### config.mk
export PLATFORM = sky130hd
export DESIGN_NAME = sevenseg_reader
export DESIGN_NICKNAME = d
export VERILOG_FILES = /design/src/rtl/sevenseg_reader.sv
export SDC_FILE = /design/constraint.sdc
export NUM_CORES = 1
export LEC_CHECK = 0
export BUFFER_PORTS_ARGS = -buffer_cell sky130_fd_sc_hd__buf_2
export CORE_UTILIZATION = 52
export CTS_CLUSTER_DIAMETER = 150
export DETAILED_ROUTE_END_ITERATION = 16
export HOLD_SLACK_MARGIN = 0.1
export PLACE_DENSITY = 0.84
export SYNTH_ARGS = -nofsm -noshare
export SYNTH_HDL_FRONTEND = slang
export SYNTH_SLANG_ARGS = --single-unit
export TNS_END_PERCENT = 10
### constraint.sdc
create_clock -name clk -period 1.8 [get_ports clk]
set_clock_uncertainty 0.2 [all_clocks]
set_input_delay 0.45 -clock clk [delete_from_list [all_inputs] [get_ports clk]]
set_output_delay 0.45 -clock clk [all_outputs]
set_load 0.005 [all_outputs]
### src/rtl/sevenseg_reader.sv
// Reads back a multiplexed active-low seven-segment bus: synchronises the pins,
// accepts each digit after it has been stable, and presents a full frame with a valid pulse.
module sevenseg_reader #(
  parameter int NDIGITS       = 4,
  parameter int STABLE_CYCLES = 8
) (
  input  logic                   clk,
  input  logic                   reset,
  input  logic [6:0]             segments,
  input  logic [NDIGITS-1:0]     an,
  output logic [4*NDIGITS-1:0]   value,
  output logic [NDIGITS-1:0]     blank_mask,
  output logic                   error,
  output logic                   valid
);
  localparam int CW = $clog2(STABLE_CYCLES + 1);

  logic [6:0]                seg_s1_q, seg_s2_q;
  logic [NDIGITS-1:0]        an_s1_q, an_s2_q;
  logic [CW-1:0]             cnt_q, cnt_d;
  logic [NDIGITS-1:0][3:0]   nib_q, nib_d, value_q;
  logic [NDIGITS-1:0]        blk_q, blk_d, mask_q, mask_d, blank_q;
  logic                      ferr_q, ferr_d, err_q, valid_q;

  logic                      stable, accept, complete;
  logic [NDIGITS-1:0]        an_n;
  logic                      sel_none, sel_one;
  logic [3:0]                dec_nib;
  logic                      dec_blank, dec_err;

  // s1 holds the sample s2 is about to take; equality means this edge is a stable one
  assign stable   = (seg_s1_q == seg_s2_q) && (an_s1_q == an_s2_q);
  assign accept   = stable && (cnt_q == CW'(STABLE_CYCLES - 1));
  assign complete = &mask_q;

  assign an_n     = ~an_s2_q;
  assign sel_none = (an_n == '0);
  assign sel_one  = !sel_none && ((an_n & (an_n - 1'b1)) == '0);

  always_comb begin
    dec_nib   = 4'h0;
    dec_blank = 1'b0;
    dec_err   = 1'b0;
    case (seg_s2_q)
      7'h40: dec_nib = 4'h0;
      7'h79: dec_nib = 4'h1;
      7'h24: dec_nib = 4'h2;
      7'h30: dec_nib = 4'h3;
      7'h19: dec_nib = 4'h4;
      7'h12: dec_nib = 4'h5;
      7'h02: dec_nib = 4'h6;
      7'h78: dec_nib = 4'h7;
      7'h00: dec_nib = 4'h8;
      7'h18: dec_nib = 4'h9;
      7'h08: dec_nib = 4'hA;
      7'h03: dec_nib = 4'hB;
      7'h27: dec_nib = 4'hC;
      7'h21: dec_nib = 4'hD;
      7'h06: dec_nib = 4'hE;
      7'h0e: dec_nib = 4'hF;
      7'h7f: dec_blank = 1'b1;
      default: dec_err = 1'b1;
    endcase
  end

  always_comb begin
    if (!stable)                           cnt_d = '0;
    else if (cnt_q != CW'(STABLE_CYCLES))  cnt_d = cnt_q + 1'b1;
    else                                   cnt_d = cnt_q;
  end

  // Completion clears the frame state first so a same-edge acceptance opens the next frame
  always_comb begin
    nib_d  = nib_q;
    blk_d  = blk_q;
    mask_d = complete ? '0 : mask_q;
    ferr_d = complete ? 1'b0 : ferr_q;
    if (accept) begin
      if (sel_one) begin
        for (int i = 0; i < NDIGITS; i++) begin
          if (an_n[i]) begin
            nib_d[i] = dec_nib;
            blk_d[i] = dec_blank;
          end
        end
        mask_d = mask_d | an_n;
        ferr_d = ferr_d | dec_err;
      end else if (!sel_none) begin
        ferr_d = 1'b1;
      end
    end
  end

  always_ff @(posedge clk) begin
    if (reset) begin
      seg_s1_q <= 7'h7f;
      seg_s2_q <= 7'h7f;
      an_s1_q  <= '1;
      an_s2_q  <= '1;
      cnt_q    <= '0;
      nib_q    <= '0;
      blk_q    <= '0;
      mask_q   <= '0;
      ferr_q   <= 1'b0;
      value_q  <= '0;
      blank_q  <= '0;
      err_q    <= 1'b0;
      valid_q  <= 1'b0;
    end else begin
      seg_s1_q <= segments;
      seg_s2_q <= seg_s1_q;
      an_s1_q  <= an;
      an_s2_q  <= an_s1_q;
      cnt_q    <= cnt_d;
      nib_q    <= nib_d;
      blk_q    <= blk_d;
      mask_q   <= mask_d;
      ferr_q   <= ferr_d;
      valid_q  <= complete;
      if (complete) begin
        value_q <= nib_q;
        blank_q <= blk_q;
        err_q   <= ferr_q;
      end
    end
  end

  assign value      = value_q;
  assign blank_mask = blank_q;
  assign error      = err_q;
  assign valid      = valid_q;
endmodule

==> results of run 1 <==
per-stage QoR:
step	TNS, ns	hold slack (ns)	cell area, um^2
after floorplan	-0.241	0.231	3210
after global placement	-1.74	0.237	3660
final	-0.390	0.252	4190
after CTS	-0.118	0.256	4110
after detailed placement	-2.73	0.246	3660
after global routing	-2.04	0.271	4190
layer usage:
layer | global-route usage [%] | vias up | routed length (um)
li1 | - | 1409 | -
met1 | 27.3 | 1348 | 3160
met2 | 44.1 | 66 | 3740
met3 | 6.48 | 16 | 302
met4 | 12.1 | 0 | 153
met5 | 0 | - | 0
synth_stat cells (all sizes together), types with 3 or more instances:
cell / number / share of area (%)
buf: 8 / 2.1
xor2: 13 / 3.6
and3: 5 / 0.98
mux2i: 5 / 1.6
nand2: 64 / 7.6
a21oi: 39 / 6.1
or2: 24 / 4.7
nor2b: 5 / 0.98
and4: 5 / 1.4
nand2b: 6 / 1.2
clkbuf: 20 / 2.4
nand4: 8 / 1.6
nor4: 5 / 1.9
a31oi: 3 / 0.59
nor2: 8 / 0.94
nand3: 4 / 0.63
dfxtp: 73 / 46
inv: 4 / 0.47
nor3: 8 / 1.4
and2: 3 / 0.59
o21ai: 6 / 0.94
a211oi: 10 / 2.7
worst max-delay path, delay by kind of cell, from the launching register on:
family                 cells  cell delay (ns)
AOI/OAI and AO/OA          3             0.46
buffers and inverters      2             0.35
DFF                        1             0.35
and+or+nand+nor            2             0.46
logic make-up after synthesis:
family	after synthesis
AND/OR/NAND/NOR	159
flip-flops	73
buffers and inverters	32
adder cells (fa/ha/maj)	3
AO/OA/AOI/OAI	73
XOR/XNOR	15
multiplexers	5
layout by cell type (no fill, tap or decap), drive strengths merged, types with 6 or more instances in the layout:
| master | n |
|---|---|
| buf | 85 |
| dfxtp | 73 |
| nand2 | 64 |
| a21oi | 39 |
| or2 | 24 |
| xor2 | 13 |
| dlygate4sd3 | 11 |
| clkbuf | 11 |
| a211oi | 10 |
| nor2 | 8 |
| nand4 | 8 |
| nor3 | 8 |
| nand2b | 6 |
| o21ai | 6 |
registers in the layout (all words and copies together), names as in the netlist, 7 cells and up:
| register | count |
|---|---|
| nib_q | 16 |
| value | 16 |
| seg_s1_q | 7 |
| seg_s2_q | 7 |
area by class of cell:
class / count / area, um^2
clock buffers: 11 / 141
clock inverters: 5 / 55.1
fillers: 458 / 1730
inverters: 4 / 15.0
multi-input cells: 255 / 1700
flip-flops and latches: 73 / 1480
well taps: 75 / 93.8
repair buffers: 96 / 706
path summary, 6_finish.rpt:
path | cells after the start | end
setup / recovery | 7 | nib_q[6]
hold / removal | 2 | blank_mask[3]
setup reg to reg | 7 | nib_q[6]
hold reg to reg | 2 | blank_mask[3]
power groups by stage:
stage / combinational, mW / sequential [mW] / clock [mW]
finish: 0.294 / 1.66 / 1.27
CTS: 0.280 / 1.66 / 1.29
global route: 0.314 / 1.66 / 1.37
floorplan: 0.154 / 1.69 / 0
global placement: 0.232 / 1.70 / 0
detailed placement: 0.237 / 1.70 / 0
what timing repair did:
| item | in CTS | in global routing |
|---|---|---|
| hold buffers | 11 | 0 |
| endpoints found under the setup margin | 23 | 25 |
| buffers inserted | 7 | 2 |
| gates cloned | 1 | 0 |
| endpoints found under the hold margin | 11 | 0 |
| pin swaps | 11 | 6 |
| resized for setup | 28 | 13 |
==> reports/results.txt, run 1 <==
GRT Total Usage = 24.8%
Placed Cells incl. Taps = 482
Hold Startpoint = blank_mask[3]
Synth Area in XOR/XNOR = 4.13%
Reg-to-Reg Start = seg_s2_q[6]
kind of critical path = flip-flop to flip-flop
synthesized-area fraction occupied by adder cells = 1.10%
failing checks = setup timing
Post-synth EDFFs = 0
Die Area = 6430 um^2
post-synthesis register bit count = 73
Antenna diodes = 0
Hold WC Path Type = flip-flop to flip-flop
Startpoint Class = flip-flop
DRC Markers = 0
Final Wtd Congestion = 0.910
DR vias/cell = 5.47
total chip power = 3.22 mW
CP max-delay cell = dfxtp_2
First-pass DRT Iterations = 4
CP Launch Point = seg_s2_q[6]
Initial Util = 53.7%
syn_area_per_cell = 8.83 um^2
Sw Ratio = 23.7%
hpwl dp = 4970 um
final hold violation count = 0
VDD IR max = 0.586 mV
Slew HR = 73.1%
H-tree depth = 3
Finished Core Util = 70.8%
Comb power frac = 9.1%
Final nets = 454
Cells after Synth = 360
Crit Path Max Fanout = 8
synth-to-layout area growth = 31.9%
Core Rows = 28
wire per inst = 14.2 um
Yosys warnings = 0
Clock Sinks = 73
crit path cell chain = buf_4 -> nor4b_1 -> nand3_1 -> a31oi_1 -> buf_4 -> o2111ai_1 -> a21oi_1
fin crit period = 1.87 ns
Detailed Route Iter0 Violations = 86
Reg clk slew, reported paths = 0.08 ns
layout cells sized above 1 = 36.7%
Vias = 2839
max incr delay on CP = 0.35 ns
die width = 80.2 um
largest net degree at the start of global routing = 28
sequential share of the synthesized area = 46.0%
CP dominant cell by count = buf_4
Post-Synthesis Cell Area = 3180 um^2
Final Setup Violations = 15
Core Region = 5920 um^2
Int Pwr = 2.46 mW
Detail Route Antenna Nets = 0
Clock Tree Buf Depth = 2
Reg power frac = 51.5%
library cells used by synthesis = 53
PnR worst setup slack = -0.0701 ns
top_reg_cell synth = dfxtp_1
CTS tree = built
Psw = 0.764 mW
Slew Limit Fails = 0
Finished Layout Cells = 519
power per cell area = 768 nW/um^2
status = finished, violations left
multiplexer share of the synthesized area = 1.57%
Syn Nets = 375
Async SR Flop Fraction = 0%
clock power share = 39.4%
Root Buffer = clkbuf_8
crit share post-route = 104%
Achievable Freq = 0.535 GHz
Ports = 35
R2R Setup Slk = -0.07 ns
Worst Path Arrival = 1.96 ns
antenna violations before repair = 0
largest family of logic cells by synthesized area = simple AND/OR/NAND/NOR gates
Die Height = 80.2 um
P_leak = 1.61 nW
DP Worst Slack = -0.237 ns
vias in the first global route = 2682
worst skew pair latency = 0.35 ns
global-route wire length before repair = 12000 um
maxcap violations = 0
Crit. End Element = flip-flop
DRT Wirelength = 7350 um
Tightest Pin Transition = 0.403 ns
unrepaired setup endpoints after global routing = yes
CTS buffer count = 9
Synth Area in Simple Gates = 27.6%
Buffers on Ports = 34
Synth Area in Compound Gates = 14.7%
worst path required time = 1.89 ns
total grt overflow = 0
(Power assumes the default switching activity.)
==> run 2: changes to the inputs <==
--- a/config.mk
+++ b/config.mk
@@ -13,2 +13,3 @@
 export PLACE_DENSITY = 0.84
+export SKIP_LAST_GASP = 1
 export SYNTH_ARGS = -nofsm -noshare
==> constraint.sdc (replaced) <==
create_clock -name clk -period 1.8 [get_ports clk]
set_clock_uncertainty 0.2 [all_clocks]
set_input_delay 0.27 -clock clk [delete_from_list [all_inputs] [get_ports clk]]
set_output_delay 0.27 -clock clk [all_outputs]
set_load 0.005 [all_outputs]
==> run 2 against run 1 <==
Compared with the run above: the run still ends with setup timing left; first-iteration DRC count shrank 9.3%; flip-flop and latch count did not move; worst setup slack got worse by 0.0016 ns; cell count decreased by 0.96%; total power down 3.5%; design area decreased by 2.4%.
==> reports/results.txt, run 2 (synthesis results as in run 1) <==
delay-heaviest family, CP = simple AND/OR/NAND/NOR gates
Crit. End Element = flip-flop
Crit Path Max Fanout = 5 (-3)
PnR worst setup slack = -0.0716 ns (-0.00155 ns)
unrepaired setup endpoints after global routing = yes
Reg-to-Reg Start = seg_s2_q[5]
Core Region = 5920 um^2 (unchanged)
total chip power = 3.11 mW (-3.5%)
Final TNS setup = -0.201 ns (+0.189 ns)
Initial Util = 53.7% (unchanged)
Hold WC Path Type = input port to flip-flop
DR vias/cell = 5.41 (-1.2%)
CTS tree = built
Antenna diodes = 0 (unchanged)
max incr delay on CP = 0.50 ns (+0.15 ns)
status = finished, violations left
synth-to-layout area growth = 28.7%
Slew Limit Fails = 0 (unchanged)
most common cell after layout, fill and taps aside = dfxtp_1
Buffers on Ports = 34 (unchanged)
Final Setup Violations = 8 (-7)
wire per inst = 13.8 um (-2.5%)
largest net degree at the start of global routing = 40 (+43%)
vias in the first global route = 2592 (-3.4%)
Worst Hold Path Cells = 2 (unchanged)
DRT Wirelength = 7100 um (-3.4%)
Vias = 2779 (-2.1%)
R2R Setup Slk = -0.07 ns (about the same)
Die Area = 6430 um^2 (unchanged)
hpwl dp = 4930 um (-0.72%)
global-route wire length before repair = 11400 um (-5.2%)
P_leak = 1.58 nW (-2.2%)
worst path required time = 1.88 ns (about the same)
crit share post-route = 104% (about the same)
First-pass DRT Iterations = 4 (unchanged)
antenna violations before repair = 0 (unchanged)
Clock Sinks = 73 (unchanged)
H-tree depth = 3 (unchanged)
Final nets = 449 (-1.1%)
total grt overflow = 0 (unchanged)
Root Buffer = clkbuf_8
Detailed Route Iter0 Violations = 78 (-9.3%)
CTS buffer count = 9 (unchanged)
DRC Markers = 0 (unchanged)
Startpoint Class = flip-flop
Ports = 35 (unchanged)
fin crit period = 1.87 ns (+0.00155 ns)
Worst R2R Path Depth = 6 (-1)
Tightest Pin Transition = 0.563 ns (+0.160 ns)
failing checks = setup timing
VDD IR max = 0.547 mV (-6.7%)
kind of critical path = flip-flop to flip-flop
Detail Route Antenna Nets = 0 (unchanged)
Core Rows = 28 (unchanged)
Slew HR = 62.4% (-11 points)
CP dominant cell by count = or4_1
Reg clk slew, reported paths = 0.08 ns (about the same)
worst skew pair latency = 0.35 ns (about the same)
die width = 80.2 um (unchanged)
Hold Startpoint = reset
Worst Path Arrival = 1.95 ns (about the same)
FILL cells = 477 (+4.1%)
CP max-delay cell = or4_1
commonest non-fill, non-tap cells in the layout = 66 x dfxtp_1, 63 x nand2_1, 42 x buf_4
Die Height = 80.2 um (unchanged)
Reg2Reg Capture Point = ferr_q
crit path cell chain = buf_4 -> or4_1 -> nor3_1 -> or4_1 -> o31a_1 -> a211oi_2
Final Wtd Congestion = 0.889 (-2.3%)
maxcap violations = 0 (unchanged)
power per cell area = 760 nW/um^2 (-1.1%)
final hold slack = 0.190 ns (-0.0628 ns)
Achievable Freq = 0.534 GHz (about the same)
final hold violation count = 0 (unchanged)
GRT Total Usage = 23.6% (-1.2 points)
Clock Tree Buf Depth = 2 (unchanged)
hold worst-path end = valid
Buf+Inv Stages, Crit Path = 1 (-1)
layout cells sized above 1 = 34.6% (-2.1 points)
## run 2: cell count changes in the layout (fill, tap and decap cells not counted), moves of 2 or more
cell     before  now
and4_4        4    2
and4_1        1    3
buf_4        45   42
o21ai_1       3    1
o21ai_0       3    5
nor4_2        3    1
buf_12        3    1
nor4_1        0    2
## run 2: per-stage QoR
step | instance area (um^2) | util (%) | setup slack (ns) | instances
floorplan | 3210 | - | -0.0377 | 360
global placement | 3660 | 61.8 | -0.210 | 484
detailed placement | 3660 | 61.8 | -0.255 | 484
CTS | 4020 | 67.8 | -0.0406 | 511
global route | 4090 | 69.1 | -0.130 | 514
finish | 4090 | 69.1 | -0.0716 | 514
## run 2: how the worst max path moves through the flow
stage	startpoint	endpoint	slack [ns]	depth (start not counted)
2_1_floorplan	seg_s2_q[0]	nib_q[11]	-0.04	6
3_3_place_gp	seg_s2_q[3]	nib_q[0]	-0.21	4
3_5_place_dp	seg_s2_q[6]	nib_q[0]	-0.26	5
4_1_cts	seg_s2_q[1]	ferr_q	-0.04	5
5_1_grt	seg_s2_q[5]	ferr_q	-0.13	7
6_report	seg_s2_q[5]	ferr_q	-0.07	6
## run 2: final cells by class
type                    count  area, um^2  area share (%)
repair buffers             91         649            15.9
flip-flops and latches     73        1480            36.1
clock buffers              10         138            3.36
inverters                   4        15.0           0.367
well taps                  75        93.8            2.29
clock inverters             6        42.5            1.04
multi-input cells         255        1680            40.9
## run 2: metal layers
layer	vias up	global-route usage, %	wire length, um
li1	1396	-	-
met1	1314	26.0	3080
met2	54	41.9	3610
met3	15	4.77	243
met4	0	13.8	158
met5	-	0	0
## run 2: repair_timing
item                                    in CTS  in global routing
pin swaps                                    3                  6
endpoints found under the setup margin      23                 22
buffers inserted                             0                  3
hold endpoints to repair                    11                  0
hold buffers                                11                  0
gates cloned                                 0                  0
resized for setup                           21                 10
## run 2: power by group
| group | switching, mW | internal (mW) |
|---|---|---|
| Combinational | 0.136 | 0.141 |
| Sequential | 0.0248 | 1.64 |
| Clock | 0.633 | 0.539 |
